File: config.mk
export PLATFORM = sky130hd
export DESIGN_NAME = bound_interval_reducer
export DESIGN_NICKNAME = d
export VERILOG_FILES = /design/src/rtl/bound_interval_reducer.sv
export SDC_FILE = /design/constraint.sdc
export NUM_CORES = 1
export LEC_CHECK = 0
export CORE_AREA = 2 2 51 48
export DETAILED_ROUTE_END_ITERATION = 7
export DIE_AREA = 0 0 53 50
export PLACE_DENSITY = 0.78
export SLEW_MARGIN = 20
export SYNTH_ARGS = -nofsm -noshare
export SYNTH_HDL_FRONTEND = slang
export SYNTH_SLANG_ARGS = --single-unit
File: constraint.sdc
create_clock -name clk -period 3.05 [get_ports clk]
set_input_delay 0.305 -clock clk [delete_from_list [all_inputs] [get_ports clk]]
set_output_delay 0.305 -clock clk [all_outputs]
set_load 0.05 [all_outputs]
File: src/rtl/bound_interval_reducer.sv
// Streaming max/min reducer: folds one constraint set's lower/upper bound candidates
// into a sampling interval and holds it behind a valid/ready handshake.
module bound_interval_reducer #(
    parameter int NUMBER_SIZE = 4,
    parameter int MAX_TERMS   = 8,
    parameter int COUNT_SIZE  = 4
) (
    input  logic                          clk,
    input  logic                          rst_n,
    input  logic                          in_valid,
    output logic                          in_ready,
    input  logic signed [NUMBER_SIZE-1:0] in_number,
    input  logic                          in_activation,
    input  logic                          in_is_lower,
    input  logic                          in_last,
    output logic                          out_valid,
    input  logic                          out_ready,
    output logic signed [NUMBER_SIZE-1:0] lower_bound,
    output logic                          lower_valid,
    output logic signed [NUMBER_SIZE-1:0] upper_bound,
    output logic                          upper_valid,
    output logic                          feasible,
    output logic                          overflow,
    output logic [COUNT_SIZE-1:0]         term_count
);

    localparam logic [0:0] ACCUM = 1'b0;
    localparam logic [0:0] HOLD  = 1'b1;

    // Identity elements of the max and min reductions.
    localparam logic signed [NUMBER_SIZE-1:0] LO_MIN = {1'b1, {(NUMBER_SIZE-1){1'b0}}};
    localparam logic signed [NUMBER_SIZE-1:0] HI_MAX = {1'b0, {(NUMBER_SIZE-1){1'b1}}};
    localparam logic [COUNT_SIZE-1:0]         MAX_CNT = COUNT_SIZE'(MAX_TERMS);

    logic [0:0]                    state;
    logic signed [NUMBER_SIZE-1:0] lo_reg;
    logic signed [NUMBER_SIZE-1:0] hi_reg;
    logic                          lo_act;
    logic                          hi_act;
    logic [COUNT_SIZE-1:0]         count;
    logic                          ovf_reg;

    logic                  beat;
    logic [COUNT_SIZE-1:0] count_nxt;
    logic                  at_max;
    logic                  close;
    logic                  take_lo;
    logic                  take_hi;

    assign in_ready  = (state == ACCUM);
    assign beat      = in_valid & in_ready;
    assign count_nxt = count + COUNT_SIZE'(1);
    assign at_max    = (count_nxt == MAX_CNT);
    assign close     = in_last | at_max;

    // Strict compares keep the stored value on a tie.
    assign take_lo = in_activation &  in_is_lower & (!lo_act || in_number > lo_reg);
    assign take_hi = in_activation & !in_is_lower & (!hi_act || in_number < hi_reg);

    always_ff @(posedge clk) begin
        if (!rst_n) begin
            state   <= ACCUM;
            lo_reg  <= LO_MIN;
            hi_reg  <= HI_MAX;
            lo_act  <= 1'b0;
            hi_act  <= 1'b0;
            count   <= '0;
            ovf_reg <= 1'b0;
        end else begin
            case (state)
                ACCUM: begin
                    if (beat) begin
                        count <= count_nxt;
                        if (take_lo) begin
                            lo_reg <= in_number;
                            lo_act <= 1'b1;
                        end
                        if (take_hi) begin
                            hi_reg <= in_number;
                            hi_act <= 1'b1;
                        end
                        if (close) begin
                            state   <= HOLD;
                            ovf_reg <= at_max & !in_last;
                        end
                    end
                end
                HOLD: begin
                    if (out_ready) begin
                        state   <= ACCUM;
                        lo_reg  <= LO_MIN;
                        hi_reg  <= HI_MAX;
                        lo_act  <= 1'b0;
                        hi_act  <= 1'b0;
                        count   <= '0;
                        ovf_reg <= 1'b0;
                    end
                end
                default: state <= ACCUM;
            endcase
        end
    end

    assign out_valid   = (state == HOLD);
    assign lower_bound = lo_reg;
    assign lower_valid = lo_act;
    assign upper_bound = hi_reg;
    assign upper_valid = hi_act;
    assign feasible    = !(lo_act && hi_act && (lo_reg > hi_reg));
    assign overflow    = ovf_reg;
    assign term_count  = count;

endmodule

Yosys cells after proc, flatten, opt, wreduce, memory -nomap -nowiden. Index checks and enable logic that the tools add are counted.

Add/subtract/negate cells: 1. $lt $le $gt $ge: 3. Equality and inequality tests: 6. Muxes and demuxes: 25. Bitwise operators: 8. Reductions and logical operators: 13.

Operators with widths (number): 2-to-1 mux 4 bit (8); case mux 4 bit (2 select lines) (3); 2-to-1 mux 1 bit (10); AND reduction 3 bit (3); greater-than comparator 4 bit (2); inequality test 2 x 1 -> 1 bit, second input constant (4); case mux 1 bit (2 select lines) (4); AND 1 bit (6); zero test 1 bit (5); adder 4 x 1 -> 4 bit, second input constant (1); equality test 4 bit, second input constant (1); < comparator 4 bit (1); logical AND 1 bit (2); logical OR 1 bit (2); inequality test 2 bit, second input constant (1); AND reduction 2 bit (1); NOT 1 bit (1); bitwise OR 1 bit (1).

Bits in registers: 16. Input bits: 11. Output and inout bits: 18. Logic and storage cells: 63.

Logic depth before layout (Yosys ltp). Gate-level depths: netlist of the first run.

Depth in word-level cells: 6. Mapped depth: 6. Gate-level depth less buffers: 6.

Least setup slack after synthesis of the first run. No wires, ideal clock.

Path kind: flip-flop to output port. Start: reg hi_reg[1] (netlist: upper_bound[1]). End: out feasible. Arrival time: 2155 ps. Required time: 2745 ps. Slack: 590 ps. Stages on the path, launching flop included: 7. Path buffers: 0. Cells stage by stage: dfxtp_1 inv_1 ha_1 nor2b_1 o21ai_0 a21oi_1 o211ai_1.

Word-level cells in the longest chain between the ends: 3.

RTL lines: start, declared (RTL line 37) `logic signed [NUMBER_SIZE-1:0] hi_reg;`; start signal, assigned (RTL line 79) `hi_reg <= in_number;`; greater-than comparator 4 bit (RTL line 109) `assign feasible = !(lo_act && hi_act && (lo_reg > hi_reg));`; logical AND 1 bit (RTL line 109); zero test 1 bit (RTL line 109); end, declared (RTL line 22) `output logic feasible,`.

No other way between the ends.

Worst setup path in the final report of the first run. Same ends and word-level chain as after synthesis.

==> results of run 1 <==
[worst max path at each step]
stage,start,endpoint,slack (ps),cells past startpoint
floorplan,upper_bound[1]$_SDFFE_PN1P_,feasible,590,6
global placement,upper_bound[1]$_SDFFE_PN1P_,feasible,770,7
detailed placement,upper_bound[1]$_SDFFE_PN1P_,feasible,750,7
CTS,upper_bound[1]$_SDFFE_PN1P_,feasible,400,7
global route,upper_bound[1]$_SDFFE_PN1P_,feasible,250,7
finish,upper_bound[1]$_SDFFE_PN1P_,feasible,420,7
[Yosys cell counts (2+ instances only)]
library cell | count | area [um2]
sky130_fd_sc_hd__inv_1 | 11 | 41.3
sky130_fd_sc_hd__o21ai_0 | 2 | 10.0
sky130_fd_sc_hd__ha_1 | 12 | 150
sky130_fd_sc_hd__mux2i_1 | 5 | 50.1
sky130_fd_sc_hd__nand3_1 | 5 | 25.0
sky130_fd_sc_hd__nor2_1 | 7 | 26.3
sky130_fd_sc_hd__o21a_1 | 2 | 15.0
sky130_fd_sc_hd__or2b_1 | 2 | 15.0
sky130_fd_sc_hd__a22o_1 | 3 | 26.3
sky130_fd_sc_hd__and3_2 | 2 | 15.0
sky130_fd_sc_hd__nor2b_1 | 2 | 12.5
sky130_fd_sc_hd__dfxtp_1 | 16 | 320
sky130_fd_sc_hd__nand4_1 | 2 | 12.5
sky130_fd_sc_hd__a21oi_1 | 4 | 20.0
sky130_fd_sc_hd__nand2_1 | 9 | 33.8
sky130_fd_sc_hd__a22oi_1 | 2 | 15.0
[power breakdown]
group | switching, W | internal (W)
registers | 0.00000869 | 0.000217
logic | 0.0000728 | 0.0000534
clock network | 0.0000720 | 0.0000729
total | 0.000153 | 0.000343
[area by class of cell]
cell class                      count  area [um2]  area share [%]
Multi-Input combinational cell     81         639            47.2
Clock buffer                        4        36.3            2.68
Timing Repair Buffer               28         280            20.7
Tap cell                           27        33.8            2.49
Inverter                           12        45.0            3.32
Sequential cell                    16         320            23.6
[critical path: stages, from the launching register on]
cell and delay, ps:
sky130_fd_sc_hd__dfxtp_1 340, sky130_fd_sc_hd__inv_1 70, sky130_fd_sc_hd__ha_1 280, sky130_fd_sc_hd__nor2b_1 130
sky130_fd_sc_hd__o21ai_0 150, sky130_fd_sc_hd__a21oi_1 90, sky130_fd_sc_hd__o211ai_1 150, sky130_fd_sc_hd__clkdlybuf4s50_1 820
[cell families (layout without fill, tap and decap cells)]
kind of cell    after synthesis  count (layout)
fa+ha+maj                    12              12
mux                           6               6
xor+xnor                      1               1
simple gates                 39              39
flops                        16              16
buf+inv                      13              44
compound gates               23              23
[sequential cells by signal, indices dropped and copies added (netlist names)]
signal	cells
overflow	1
upper_valid	1
upper_bound	4
lower_valid	1
lower_bound	4
out_valid	1
term_count	4
[stage by stage]
stage	hold slack [ps]	cell area, um2
2_1_floorplan	430	1010
3_3_place_gp	442	1320
3_5_place_dp	455	1320
4_1_cts	469	1360
5_1_grt	498	1360
6_report	461	1360
[per-layer routing]
metal / track usage, % / up-vias / part of all wire [%]
li1: - / 460 / -
met1: 22.6 / 409 / 42
met2: 36.5 / 20 / 51
met3: 6.67 / 2 / 5.5
met4: 5.13 / 0 / 0.80
met5: 0 / - / 0
[cells in the final DEF, fill, tap and decap left out, types with 3 or more instances in the layout]
master	n
sky130_fd_sc_hd__clkdlybuf4s50_1	28
sky130_fd_sc_hd__dfxtp_1	16
sky130_fd_sc_hd__ha_1	12
sky130_fd_sc_hd__inv_1	11
sky130_fd_sc_hd__nand2_1	9
sky130_fd_sc_hd__nor2_1	7
sky130_fd_sc_hd__nand3_1	5
sky130_fd_sc_hd__mux2i_1	5
sky130_fd_sc_hd__a21oi_1	4
sky130_fd_sc_hd__a22o_1	3
sky130_fd_sc_hd__clkbuf_4	3
==> flow_results.xml, run 1 <==
<?xml version="1.0" encoding="UTF-8"?>
<metrics>
  <group name="global_routing">
    <metric name="grtUsageTotal" unit="%">20.3</metric>
    <metric name="grt_first_pass_wirelength" unit="um">3910</metric>
    <metric name="antenna_violations_before_repair" unit="">0</metric>
    <metric name="first_global_vias" unit="">913</metric>
    <metric name="grt_overflow_total" unit="">0</metric>
    <metric name="largest_net_degree_at_the_start_of_global_routing" unit="">11</metric>
  </group>
  <group name="cells_and_area">
    <metric name="nNetsFinal" unit="">165</metric>
    <metric name="num_antenna_cells" unit="">0</metric>
    <metric name="layout-drive-gt1-share" unit="%">12.8</metric>
    <metric name="signed_area_change_from_the_synthesized_netlist_to_the_final_layout" unit="%">33.9</metric>
    <metric name="finalNonFillerCells" unit="">168</metric>
    <metric name="final_standard_cell_utilization_of_the_core" unit="%">64.5</metric>
    <metric name="final.fill_count" unit="">193</metric>
  </group>
  <group name="critical_path">
    <metric name="path_class" unit="">reg -&gt; out</metric>
    <metric name="rr_worst_depth" unit="">6</metric>
    <metric name="regToRegStartpoint" unit="">lower_bound[2]$_SDFFE_PN0P_</metric>
    <metric name="r2r_slack" unit="ps">1320</metric>
    <metric name="reg2reg_to" unit="">lower_valid$_SDFFE_PN0P_</metric>
    <metric name="timing.critical_path.required" unit="ps">2740</metric>
    <metric name="cp_data_arrival_time" unit="ps">2330</metric>
    <metric name="worst_setup_path_start_kind" unit="">flop</metric>
    <metric name="crit_fanout" unit="">3</metric>
    <metric name="worstSetupEndpointType" unit="">output pin</metric>
  </group>
  <group name="sta">
    <metric name="setup_slack" unit="ps">417</metric>
    <metric name="timing.fmax" unit="MHz">380</metric>
    <metric name="ratio_of_final_minimum_period_to_clock_period" unit="%">86.3</metric>
    <metric name="period_needed" unit="ps">2630</metric>
    <metric name="max-slew-margin-rel" unit="%">66.2</metric>
    <metric name="finalSetupViolCount" unit="">0</metric>
    <metric name="clk_skew" unit="ps">8.64</metric>
    <metric name="final.setup.tns" unit="ps">0</metric>
    <metric name="setup_repair_after_global_routing_missed_its_margin" unit="">no</metric>
    <metric name="max_slew.worst_pin.slew" unit="ps">505</metric>
    <metric name="final_max_slew_viol_count" unit="">0</metric>
    <metric name="timing_hold_violations_final" unit="">0</metric>
  </group>
  <group name="clocking">
    <metric name="clk-insertion-delay-late" unit="ps">300</metric>
    <metric name="postCtsSetupRepairBufs" unit="">0</metric>
    <metric name="clkSlewWorstSetupHoldPaths" unit="ps">90</metric>
    <metric name="clock_tree.htree_level_count" unit="">1</metric>
    <metric name="hold_buffers" unit="">0</metric>
    <metric name="cts.root.buffer_cell" unit="">sky130_fd_sc_hd__clkbuf_4</metric>
    <metric name="cts-root-to-sink-buffers" unit="">2</metric>
    <metric name="cts_sinks" unit="">16</metric>
    <metric name="cts_tree" unit="">yes</metric>
    <metric name="cts-resized-gates" unit="">0</metric>
    <metric name="cts-buffers-inserted" unit="">3</metric>
  </group>
  <group name="routing">
    <metric name="first_iter_violations" unit="">5</metric>
    <metric name="vias_per_cell" unit="">5.30</metric>
    <metric name="firstDrtPassIters" unit="">3</metric>
    <metric name="post-route-drc-count" unit="">0</metric>
    <metric name="detail_route.wirelength" unit="um">2250</metric>
    <metric name="ant_nets" unit="">0</metric>
    <metric name="num_vias" unit="">891</metric>
    <metric name="routed_wire_length_per_instance" unit="um">13.4</metric>
  </group>
  <group name="yosys">
    <metric name="synth_seq_area_share" unit="%">31.6</metric>
    <metric name="synth_top_family_by_area" unit="">simple AND/OR/NAND/NOR gates</metric>
    <metric name="synth-adder-area-share" unit="%">14.8</metric>
    <metric name="synth_xor_xnor_area_share" unit="%">0.865</metric>
    <metric name="synth_seq_cells" unit="">16</metric>
    <metric name="synth_mux_area_share" unit="%">6.06</metric>
    <metric name="synth_top_flop_cell" unit="">sky130_fd_sc_hd__dfxtp_1</metric>
    <metric name="number_of_synthesized_flops_with_an_enable_pin" unit="">0</metric>
    <metric name="post_synth_and_or_nand_nor_area_fraction" unit="%">22.9</metric>
    <metric name="syn_inst" unit="">110</metric>
    <metric name="synth_cell_type_count" unit="">40</metric>
    <metric name="mappedNetlistNets" unit="">133</metric>
    <metric name="postSynthAreaPerCell" unit="um2">9.20</metric>
    <metric name="synthesis.yosys.warnings" unit="">0</metric>
    <metric name="synth_compound_gate_area_share" unit="%">18.5</metric>
    <metric name="asyncSetResetFlopFracSynth" unit="%">0</metric>
    <metric name="post_synthesis_instance_area" unit="um2">1010</metric>
  </group>
  <group name="power">
    <metric name="power.static_leakage" unit="nW">0.571</metric>
    <metric name="p_per_area" unit="nW/um2">366</metric>
    <metric name="totalPowerFinal" unit="W">0.000496</metric>
    <metric name="vdd.ir_drop.worst" unit="uV">353</metric>
  </group>
  <group name="floorplanning">
    <metric name="die_area" unit="um2">2650</metric>
    <metric name="die_outline_height" unit="um">50</metric>
    <metric name="fp.dieW" unit="um">53</metric>
    <metric name="num_rows" unit="">16</metric>
    <metric name="initial_core_util" unit="%">48.2</metric>
    <metric name="core_area" unit="um2">2100</metric>
    <metric name="top_level_ports" unit="">29</metric>
  </group>
  <group name="place">
    <metric name="routability_congestion" unit="">0.790</metric>
    <metric name="place_ws" unit="ps">753</metric>
    <metric name="dp.cells" unit="">164</metric>
    <metric name="detailed_place_hpwl" unit="um">1810</metric>
    <metric name="port_buffers" unit="">28</metric>
  </group>
  <group name="worst_hold_path">
    <metric name="worst_hold_stages" unit="">2</metric>
    <metric name="hold-path-endpoint" unit="">overflow$_SDFFE_PN0P_</metric>
    <metric name="worstHoldStart" unit="">overflow$_SDFFE_PN0P_</metric>
    <metric name="hold_class" unit="">reg -&gt; reg</metric>
  </group>
  <group name="status">
    <metric name="status" unit="">completed</metric>
  </group>
  <group name="job">
    <metric name="cap_violations" unit="">0</metric>
  </group>
</metrics>
Note: power is estimated with default switching activity, not from simulation.
==> run 2: changes to the inputs <==
clock period = 3.2 ns   (was 3.05 ns; I/O delays follow)
==> results of run 2 <==
Same layout as run 1 (identical final DEF). Status: completed.
Main changes from that run: setup slack after placement 753 ps -> 888 ps; setup slack after layout 417 ps -> 552 ps; register-to-register setup slack 1320 ps -> 1470 ps; total power 0.000496 W -> 0.000473 W; worst IR drop on VDD 353 uV -> 337 uV
